==> config.mk <==
export PLATFORM = sky130hd
export DESIGN_NAME = clock_set_ctrl_flat
export DESIGN_NICKNAME = d
export VERILOG_FILES = /design/src/rtl/clock_set_ctrl_if.sv /design/src/rtl/clock_set_ctrl.sv /design/src/flat_wrapper.sv
export SDC_FILE = /design/constraint.sdc
export NUM_CORES = 1
export LEC_CHECK = 0
export CAP_MARGIN = 20
export CORE_MARGIN = 1
export CORE_UTILIZATION = 50
export DETAILED_ROUTE_END_ITERATION = 7
export PLACE_DENSITY_LB_ADDON = 0.08
export SETUP_SLACK_MARGIN = 0.1
export SYNTH_ARGS = -nofsm -noshare
export SYNTH_HDL_FRONTEND = slang
export SYNTH_SLANG_ARGS = --single-unit
==> constraint.sdc <==
create_clock -name clk -period 2.6 [get_ports clk]
set_input_delay 0.39 -clock clk [delete_from_list [all_inputs] [get_ports clk]]
set_output_delay 0.39 -clock clk [all_outputs]
set_load 0.02 [all_outputs]
==> src/rtl/clock_set_ctrl_if.sv <==
// Front-panel / clock-core bus for the time-setting controller.
interface clock_set_ctrl_if;
  logic       btn_mode;
  logic       btn_inc;
  logic       btn_dec;
  logic [7:0] cur_hh;
  logic [7:0] cur_mm;
  logic       cur_pm;
  logic       tick;
  logic       load;
  logic [7:0] load_hh;
  logic [7:0] load_mm;
  logic       load_pm;
  logic [1:0] state;
  logic       blink;

  // Buttons and clock readback side.
  modport master (
    output btn_mode, btn_inc, btn_dec, cur_hh, cur_mm, cur_pm,
    input  tick, load, load_hh, load_mm, load_pm, state, blink
  );

  // Controller side.
  modport slave (
    input  btn_mode, btn_inc, btn_dec, cur_hh, cur_mm, cur_pm,
    output tick, load, load_hh, load_mm, load_pm, state, blink
  );
endinterface

==> src/rtl/clock_set_ctrl.sv <==
// Run / time-setting controller for a 12-hour BCD clock: generates the 1 Hz tick in RUN,
// edits a shadow hh:mm/pm copy in the set states and commits it with a one-cycle load.
module clock_set_ctrl #(
  parameter int unsigned TICK_DIV = 100000000
) (
  input  logic             clk,
  input  logic             reset,
  clock_set_ctrl_if.slave  ctrl_io
);

  localparam int unsigned PrescW   = (TICK_DIV > 1) ? $clog2(TICK_DIV) : 1;
  localparam int unsigned BlinkDiv = TICK_DIV / 4;
  localparam int unsigned BlinkW   = (BlinkDiv > 1) ? $clog2(BlinkDiv) : 1;
  localparam logic [PrescW-1:0] PrescMax = PrescW'(TICK_DIV - 1);
  localparam logic [BlinkW-1:0] BlinkMax = BlinkW'(BlinkDiv - 1);

  typedef enum logic [1:0] {
    StRun    = 2'd0,
    StSetHh  = 2'd1,
    StSetMm  = 2'd2,
    StCommit = 2'd3
  } state_e;

  function automatic logic [7:0] bcd_inc(input logic [7:0] v);
    if (v[3:0] == 4'd9) return {v[7:4] + 4'd1, 4'd0};
    return {v[7:4], v[3:0] + 4'd1};
  endfunction

  function automatic logic [7:0] bcd_dec(input logic [7:0] v);
    if (v[3:0] == 4'd0) return {v[7:4] - 4'd1, 4'd9};
    return {v[7:4], v[3:0] - 4'd1};
  endfunction

  state_e state_q, state_d;
  logic [2:0] btn, btn_q, btn_edge;
  logic mode_edge, inc_edge, dec_edge, edit_up, edit_dn;
  logic [7:0] hh_q, hh_d, mm_q, mm_d;
  logic pm_q, pm_d;
  logic [PrescW-1:0] presc_q, presc_d;
  logic tick_q, tick_d;
  logic blink_q, blink_d;
  logic [BlinkW-1:0] blink_cnt_q, blink_cnt_d;
  logic set_next;

  // Rising-edge detection against the previous sampled level.
  always_comb begin
    btn       = {ctrl_io.btn_mode, ctrl_io.btn_inc, ctrl_io.btn_dec};
    btn_edge  = btn & ~btn_q;
    mode_edge = btn_edge[2];
    inc_edge  = btn_edge[1];
    dec_edge  = btn_edge[0];
    // Mode wins over edits; simultaneous inc and dec cancel.
    edit_up   = !mode_edge && inc_edge && !dec_edge;
    edit_dn   = !mode_edge && dec_edge && !inc_edge;
  end

  // FSM state register.
  always_ff @(posedge clk) begin
    if (!reset) state_q <= StRun;
    else        state_q <= state_d;
  end

  // FSM next-state logic.
  always_comb begin
    state_d = state_q;
    case (state_q)
      StRun:    if (mode_edge) state_d = StSetHh;
      StSetHh:  if (mode_edge) state_d = StSetMm;
      StSetMm:  if (mode_edge) state_d = StCommit;
      StCommit: state_d = StRun;
      default:  state_d = StRun;
    endcase
  end

  // FSM outputs.
  always_comb begin
    ctrl_io.state = state_q;
    ctrl_io.load  = (state_q == StCommit);
  end

  // Shadow capture on leaving RUN, then BCD edits of the field being set.
  always_comb begin
    hh_d = hh_q;
    mm_d = mm_q;
    pm_d = pm_q;
    case (state_q)
      StRun: begin
        if (mode_edge) begin
          hh_d = ctrl_io.cur_hh;
          mm_d = ctrl_io.cur_mm;
          pm_d = ctrl_io.cur_pm;
        end
      end
      StSetHh: begin
        if (edit_up) begin
          if (hh_q == 8'h12) begin
            hh_d = 8'h01;
          end else begin
            hh_d = bcd_inc(hh_q);
            if (hh_q == 8'h11) pm_d = ~pm_q;
          end
        end else if (edit_dn) begin
          if (hh_q == 8'h01) begin
            hh_d = 8'h12;
          end else begin
            hh_d = bcd_dec(hh_q);
            if (hh_q == 8'h12) pm_d = ~pm_q;
          end
        end
      end
      StSetMm: begin
        if (edit_up)      mm_d = (mm_q == 8'h59) ? 8'h00 : bcd_inc(mm_q);
        else if (edit_dn) mm_d = (mm_q == 8'h00) ? 8'h59 : bcd_dec(mm_q);
      end
      default: ;
    endcase
  end

  // Prescaler runs only in RUN; tick is registered off its terminal count.
  always_comb begin
    tick_d = (state_q == StRun) && (presc_q == PrescMax);
    if (state_q != StRun || presc_q == PrescMax) presc_d = '0;
    else                                         presc_d = presc_q + PrescW'(1);
  end

  // Blink phase restarts high on entry to SET_HH and runs through both set states.
  always_comb begin
    set_next    = (state_d == StSetHh) || (state_d == StSetMm);
    blink_d     = 1'b0;
    blink_cnt_d = '0;
    if (set_next) begin
      if (state_q == StRun) begin
        blink_d = 1'b1;
      end else if (blink_cnt_q == BlinkMax) begin
        blink_d = ~blink_q;
      end else begin
        blink_d     = blink_q;
        blink_cnt_d = blink_cnt_q + BlinkW'(1);
      end
    end
  end

  // Datapath registers; button history resets high so held buttons give no edge.
  always_ff @(posedge clk) begin
    if (!reset) begin
      btn_q       <= 3'b111;
      hh_q        <= 8'h12;
      mm_q        <= 8'h00;
      pm_q        <= 1'b0;
      presc_q     <= '0;
      tick_q      <= 1'b0;
      blink_q     <= 1'b0;
      blink_cnt_q <= '0;
    end else begin
      btn_q       <= btn;
      hh_q        <= hh_d;
      mm_q        <= mm_d;
      pm_q        <= pm_d;
      presc_q     <= presc_d;
      tick_q      <= tick_d;
      blink_q     <= blink_d;
      blink_cnt_q <= blink_cnt_d;
    end
  end

  assign ctrl_io.tick    = tick_q;
  assign ctrl_io.load_hh = hh_q;
  assign ctrl_io.load_mm = mm_q;
  assign ctrl_io.load_pm = pm_q;
  assign ctrl_io.blink   = blink_q;

endmodule
==> src/flat_wrapper.sv <==
// flat-port wrapper written by rule: the top's interface ports become plain ports
module clock_set_ctrl_flat 
#(
  parameter int unsigned TICK_DIV = 100000000
)
  (clk, reset, ctrl_io_btn_mode, ctrl_io_btn_inc, ctrl_io_btn_dec, ctrl_io_cur_hh, ctrl_io_cur_mm, ctrl_io_cur_pm, ctrl_io_tick, ctrl_io_load, ctrl_io_load_hh, ctrl_io_load_mm, ctrl_io_load_pm, ctrl_io_state, ctrl_io_blink);
  clock_set_ctrl_if ctrl_io_i ();
  input  logic clk;
  input  logic reset;
  input wire logic [$bits(ctrl_io_i.btn_mode)-1:0] ctrl_io_btn_mode;
  input wire logic [$bits(ctrl_io_i.btn_inc)-1:0] ctrl_io_btn_inc;
  input wire logic [$bits(ctrl_io_i.btn_dec)-1:0] ctrl_io_btn_dec;
  input wire logic [$bits(ctrl_io_i.cur_hh)-1:0] ctrl_io_cur_hh;
  input wire logic [$bits(ctrl_io_i.cur_mm)-1:0] ctrl_io_cur_mm;
  input wire logic [$bits(ctrl_io_i.cur_pm)-1:0] ctrl_io_cur_pm;
  output wire logic [$bits(ctrl_io_i.tick)-1:0] ctrl_io_tick;
  output wire logic [$bits(ctrl_io_i.load)-1:0] ctrl_io_load;
  output wire logic [$bits(ctrl_io_i.load_hh)-1:0] ctrl_io_load_hh;
  output wire logic [$bits(ctrl_io_i.load_mm)-1:0] ctrl_io_load_mm;
  output wire logic [$bits(ctrl_io_i.load_pm)-1:0] ctrl_io_load_pm;
  output wire logic [$bits(ctrl_io_i.state)-1:0] ctrl_io_state;
  output wire logic [$bits(ctrl_io_i.blink)-1:0] ctrl_io_blink;
  assign ctrl_io_i.btn_mode = ctrl_io_btn_mode;
  assign ctrl_io_i.btn_inc = ctrl_io_btn_inc;
  assign ctrl_io_i.btn_dec = ctrl_io_btn_dec;
  assign ctrl_io_i.cur_hh = ctrl_io_cur_hh;
  assign ctrl_io_i.cur_mm = ctrl_io_cur_mm;
  assign ctrl_io_i.cur_pm = ctrl_io_cur_pm;
  assign ctrl_io_tick = ctrl_io_i.tick;
  assign ctrl_io_load = ctrl_io_i.load;
  assign ctrl_io_load_hh = ctrl_io_i.load_hh;
  assign ctrl_io_load_mm = ctrl_io_i.load_mm;
  assign ctrl_io_load_pm = ctrl_io_i.load_pm;
  assign ctrl_io_state = ctrl_io_i.state;
  assign ctrl_io_blink = ctrl_io_i.blink;
  clock_set_ctrl #(.TICK_DIV(TICK_DIV)) u_core (.clk(clk), .reset(reset), .ctrl_io(ctrl_io_i));
endmodule
==> results of run 1 <==
## sequential cells by signal, indices dropped and copies added, names as in the netlist
register	cells
u_core.ctrl_io.load_pm	1
u_core.ctrl_io.load_mm	8
u_core.btn_q	3
u_core.ctrl_io.tick	1
u_core.ctrl_io.state	2
u_core.ctrl_io.blink	1
u_core.blink_cnt_q	25
u_core.ctrl_io.load_hh	8
u_core.presc_q	27
## stage by stage
step	util (%)	area [um^2]	power [uW]	hold slack (ns)	setup slack (ns)
final	60.7	5030	2500	0.469	0.498
after CTS	60.7	5030	2520	0.470	0.485
after detailed placement	58.1	4820	1550	0.450	0.199
after floorplan	-	4320	1440	0.430	0.640
after global routing	60.7	5030	2620	0.526	0.396
after global placement	58.1	4820	1550	0.445	0.222
## per-layer routing
| metal | up-vias | global-route usage (%) | wire length, um |
|---|---|---|---|
| li1 | 1900 | - | - |
| met1 | 1752 | 30.8 | 4500 |
| met2 | 107 | 34.8 | 4260 |
| met3 | 7 | 5.96 | 556 |
| met4 | 0 | 5.68 | 77 |
| met5 | - | 0 | 0 |
## cells by family (layout without fill, tap and decap cells)
logic type / Yosys count / in the layout / share of synthesized area, %
AO/OA/AOI/OAI: 72 / 72 / 12.9
XOR/XNOR: 54 / 54 / 11.0
adder cells (fa/ha/maj): 13 / 13 / 3.77
buffers and inverters: 39 / 84 / 4.52
flip-flops: 76 / 76 / 35.2
multiplexers: 5 / 5 / 1.22
AND/OR/NAND/NOR: 250 / 250 / 31.4
## synth_stat cells (6+ instances only)
library cell and number:
a21oi_1 9, and2_1 6, and3_1 11, and4_1 6, buf_2 6, clkbuf_1 14
dfxtp_1 76, ha_1 13, inv_1 12, nand2_1 33, nand2b_1 10, nand3_1 44
nand4_1 18, nor2_1 76, nor2b_1 6, nor3_1 10, o21ai_0 13, xnor2_1 15
xor2_1 39
## path summary, 6_finish.rpt
| path | end | slack [ns] | cells after the start |
|---|---|---|---|
| worst max-delay path | ctrl_io_load_hh[2] | 0.50 | 1 |
| worst min-delay path | u_core.presc_q[0] | 0.47 | 1 |
| worst max register to register | u_core.ctrl_io.load_mm[4] | 0.53 | 7 |
| worst min register to register | u_core.presc_q[0] | 0.47 | 1 |
## power by group
part | internal (uW) | switching (uW) | total [uW]
Combinational | 141 | 156 | 297
Sequential | 1190 | 40.1 | 1230
Clock | 471 | 501 | 972
Total | 1800 | 698 | 2500
## layout make-up
cell class	instances	area, um^2
fill	743	3270
clock buffer	9	124
clock inverter	7	87.6
inverter	13	48.8
sequential	76	1520
multi-input combinational	394	2600
tap	105	131
timing repair buffer	55	520
==> results.yml, run 1 <==
status:
  status: "finished clean"
worst_setup_path:
  cp_top_family: "buffers and inverters"
  reg2reg_from: "u_core.ctrl_io.load_mm[0]"
  critPathCaptureType: "output port"
  crit_chain: "clkdlybuf4s50_1"
  crit_start: "u_core.ctrl_io.load_hh[2]"
  cp_slowest_cell: "clkdlybuf4s50_1"
  worst_path_largest_cell_delay_ns: 0.70
  critPathKind: "reg2out"
  worstPathArrival_ns: 1.71
  worstSetupStartpointType: "register"
  crit_fanout: 11
  path_buf_inv: 1
  required_ns: 2.21
synth:
  synth_edf_count: 0
  synthTopCellsByArea: "dfxtp_1 (35%), xor2_1 (7.9%), nor2_1 (6.6%)"
  synth.avg_cell_area_um2: 8.48
  synth_nets: 544
  synth_top_area_cell: "dfxtp_1"
  syn_inst: 509
  synth_warnings: 0
  async_flop_share_pct: 0
  ys_types: 72
  yosysTopAreaCellShare_pct: 35.2
  netlist_area_um2: 4320
  synth_ff_type: "dfxtp_1"
  ys_ff_latch: 76
  synth-seq-area-share_pct: 35.2
place:
  dpl.hpwl_um: 6720
  dp.cells: 643
  gp_congestion: 0.907
  io_buffers: 43
power_and_ir_drop:
  p_leak_uw: 0.00179
  powerDensity_nw_per_um2: 496
  ir_worst_vdd_mv: 0.476
timing:
  max_freq_mhz: 476
  fin_crit_sh_pct: 80.8
  slew_violations: 0
  tightest_slew_ns: 0.585
  slew_headroom_pct: 60.9
  period_needed_ns: 2.10
  finalHoldViolCount: 0
  final.setup.tns_ns: 0
  rsz0062_at_grt: "false"
  finalSetupViolations: 0
  skew_ns: 0.0171
final_layout:
  nNetsFinal: 584
  fin_cells: 659
  diodes: 0
  syn_to_final_growth_pct: 16.6
  layout_common_cells: "nor2_1 (76), dfxtp_1 (76), nand3_1 (44)"
  drive_above_1_share_pct: 8.30
floorplan:
  core-area_um2: 8300
  die_h_um: 94.9
  dieArea_um2: 9010
  die_w_um: 94.9
  rows: 33
  initial_utilization_pct: 52.0
  pin_count: 44
cts:
  h-tree-depth: 3
  clkTransAtPathRegs_ns: 0.09
  post-cts-setup-buffer-count: 0
  numCtsBuffers: 9
  cts_tree: "built"
  clock_sinks: 76
  insertion_delay_ns: 0.36
  ctsHoldBuffers: 0
  cts_buffer_depth: 2
  cts-root-buf: "clkbuf_8"
  cts_resized: 0
global_routing:
  grt_usage_pct: 22.5
  grt_max_degree: 28
  grt_pass1_wl_um: 16200
  gr-total-overflow: 0
  grt_pass1_vias: 3501
  antenna_found_initial: 0
routing:
  drt_wl_total_um: 9400
  via_per_inst: 5.71
  routedWlPerCell_um: 14.3
  drtIter0Drc: 148
  ant_nets: 0
  num_vias: 3766
  remaining_drc_errors: 0
  drtPass1Iterations: 4
min_path:
  hold_class: "reg2reg"
  hp-start: "u_core.presc_q[0]"
flow_run:
  drv_cap: 0
(Power assumes the default switching activity.)
==> run 2, diff against run 1 <==
- clock period: 2.6 -> 1.8 ns (I/O delays scaled with it)
==> run 2 against run 1 <==
Effect of this change:
- sequential power grew 43%
- non-clock buffer count grew 92
- sequential cell count is the same
- global-route usage rose by 2.0 points
- clock-buffer cell count grew 2
- power grew 49%
- via count up 14%
- the flow now finishes with violations (setup timing)
- die area did not move
- clock skew fell by 0.0070 ns
- combinational power grew 120%
==> results.yml, run 2 (synthesis results as in run 1) <==
min_path:
  hold_class: "in2reg"
  whs_path_depth: 2
  hp-start: "ctrl_io_btn_inc"
  min_to: "u_core.btn_q[1]"
status:
  violations: "setup timing"
  status: "finished with violations"
routing:
  ant_nets: 0
  drt_wl_total_um: 11600
  remaining_drc_errors: 0
  num_vias: 4293
  drtPass1Iterations: 4
  via_per_inst: 5.72
  routedWlPerCell_um: 15.4
  drtIter0Drc: 203
timing:
  period_needed_ns: 1.81
  finalSetupViolations: 1
  skew_ns: 0.0102
  slew_violations: 0
  finalHoldViolCount: 0
  max_freq_mhz: 551
  slew_headroom_pct: 73.9
  tightest_slew_ns: 0.391
  rsz0062_at_grt: "true"
  fin_crit_sh_pct: 101
  setup_slack_ns: -0.0146
worst_setup_path:
  r2r-end: "u_core.ctrl_io.load_mm[4]"
  worstPathArrival_ns: 2.09
  ff2ff_path_depth: 7
  crit_fanout: 5
  critPathKind: "reg2reg"
  reg2reg_from: "u_core.ctrl_io.load_mm[1]"
  critPathCaptureType: "register"
  reg2reg_setup_slack_ns: -0.01
  required_ns: 2.08
  worstSetupStartpointType: "register"
global_routing:
  grtUsageMet3_pct: 4.35
  grt_pass1_vias: 3868
  gr-total-overflow: 0
  grt_max_degree: 28
  use_met1_pct: 33.3
  grt_busiest_layer: "met2"
  use_met2_pct: 39.4
  grt_usage_pct: 24.5
  antenna_found_initial: 0
  grt_pass1_wl_um: 17500
final_layout:
  design_area_um2: 6290
  layout_common_cells: "buf_4 (90), nor2_1 (62), dfxtp_1 (50)"
  nNetsFinal: 676
  top_regs: "u_core.presc_q x27, u_core.blink_cnt_q x25"
  top_register: "u_core.presc_q"
  syn_to_final_growth_pct: 45.7
  drive_above_1_share_pct: 34.8
  diodes: 0
  layout_commonest_cell: "buf_4"
  largest_register_ffs: 27
  fin_cells: 751
cts:
  h-tree-depth: 3
  cts-root-buf: "clkbuf_8"
  cts_tree: "built"
  clock_sinks: 76
  numCtsBuffers: 9
  clkTransAtPathRegs_ns: 0.09
  cts_buffer_depth: 2
  insertion_delay_ns: 0.35
  ctsHoldBuffers: 0
place:
  io_buffers: 43
  postPlaceCellArea_um2: 5280
  dpl.hpwl_um: 7480
  gp_congestion: 0.871
  dp.cells: 698
floorplan:
  core-area_um2: 8300
  pin_count: 44
  rows: 33
  die_w_um: 94.9
  initial_utilization_pct: 52.0
  dieArea_um2: 9010
  die_h_um: 94.9
power_and_ir_drop:
  ir_worst_vdd_mv: 0.388
  powerDensity_nw_per_um2: 592
  p_total_uw: 3720
  p_leak_uw: 0.00252
flow_run:
  drv_cap: 0
==> run 2: how the worst max path moves through the flow <==
stage | depth (start not counted) | slack, ns | start | to
after floorplan | 7 | 0.02 | u_core.ctrl_io.load_mm[0] | u_core.ctrl_io.load_mm[4]
after global placement | 8 | -0.40 | ctrl_io_btn_mode | u_core.ctrl_io.load_mm[4]
after detailed placement | 8 | -0.42 | ctrl_io_btn_mode | u_core.ctrl_io.load_mm[4]
after CTS | 7 | 0.003 | u_core.blink_cnt_q[15] | u_core.blink_cnt_q[8]
after global routing | 7 | -0.08 | u_core.ctrl_io.load_mm[1] | u_core.ctrl_io.load_mm[4]
final | 7 | -0.01 | u_core.ctrl_io.load_mm[1] | u_core.ctrl_io.load_mm[4]
==> run 2: where the power goes <==
group / switching [uW] / total, uW / leakage, uW / internal, uW
clock network: 685 / 1320 / 0.000106 / 638
registers: 46.6 / 1760 / 0.000628 / 1710
logic: 317 / 644 / 0.00179 / 327
total: 1050 / 3720 / 0.00252 / 2670
==> run 2: metrics by stage <==
step | hold WS [ns] | utilization (%) | setup slack, ns | TNS, ns
global route | 0.238 | 75.8 | -0.0760 | -0.150
finish | 0.227 | 75.8 | -0.0146 | -0.0146
floorplan | 0.371 | - | 0.0184 | 0
global placement | 0.488 | 63.7 | -0.402 | -9.43
detailed placement | 0.496 | 63.7 | -0.416 | -10.41
CTS | 0.297 | 68.4 | 0.00264 | 0
==> run 2: timing repair <==
action / 4_1_cts / 5_1_grt
cloned: 1 / 4
resized for setup: 49 / 98
pin swaps: 14 / 48
setup endpoints to repair: 86 / 73
buffers inserted: 12 / 24
==> run 2: routing by layer <==
layer | wire, um | vias to the layer above
met1 | 5250 | 2051
met4 | 117 | 0
met2 | 5660 | 136
met5 | 0 | -
li1 | - | 2094
met3 | 537 | 12
==> run 2: layout make-up <==
class	instances	area (um^2)
Multi-Input combinational cell	394	3010
Fill cell	599	2010
Sequential cell	76	1570
Timing Repair Buffer	147	1320
Clock buffer	11	163
Tap cell	105	131
Inverter	13	53.8
Clock inverter	5	40.0
==> run 2: critical path, stage by stage (launching register included) <==
cell      delay, ns
dfxtp_4        0.36
inv_4          0.07
ha_4           0.13
or3b_4         0.40
a31oi_4        0.25
nand2_1        0.08
a211o_1        0.27
a311oi_2       0.18
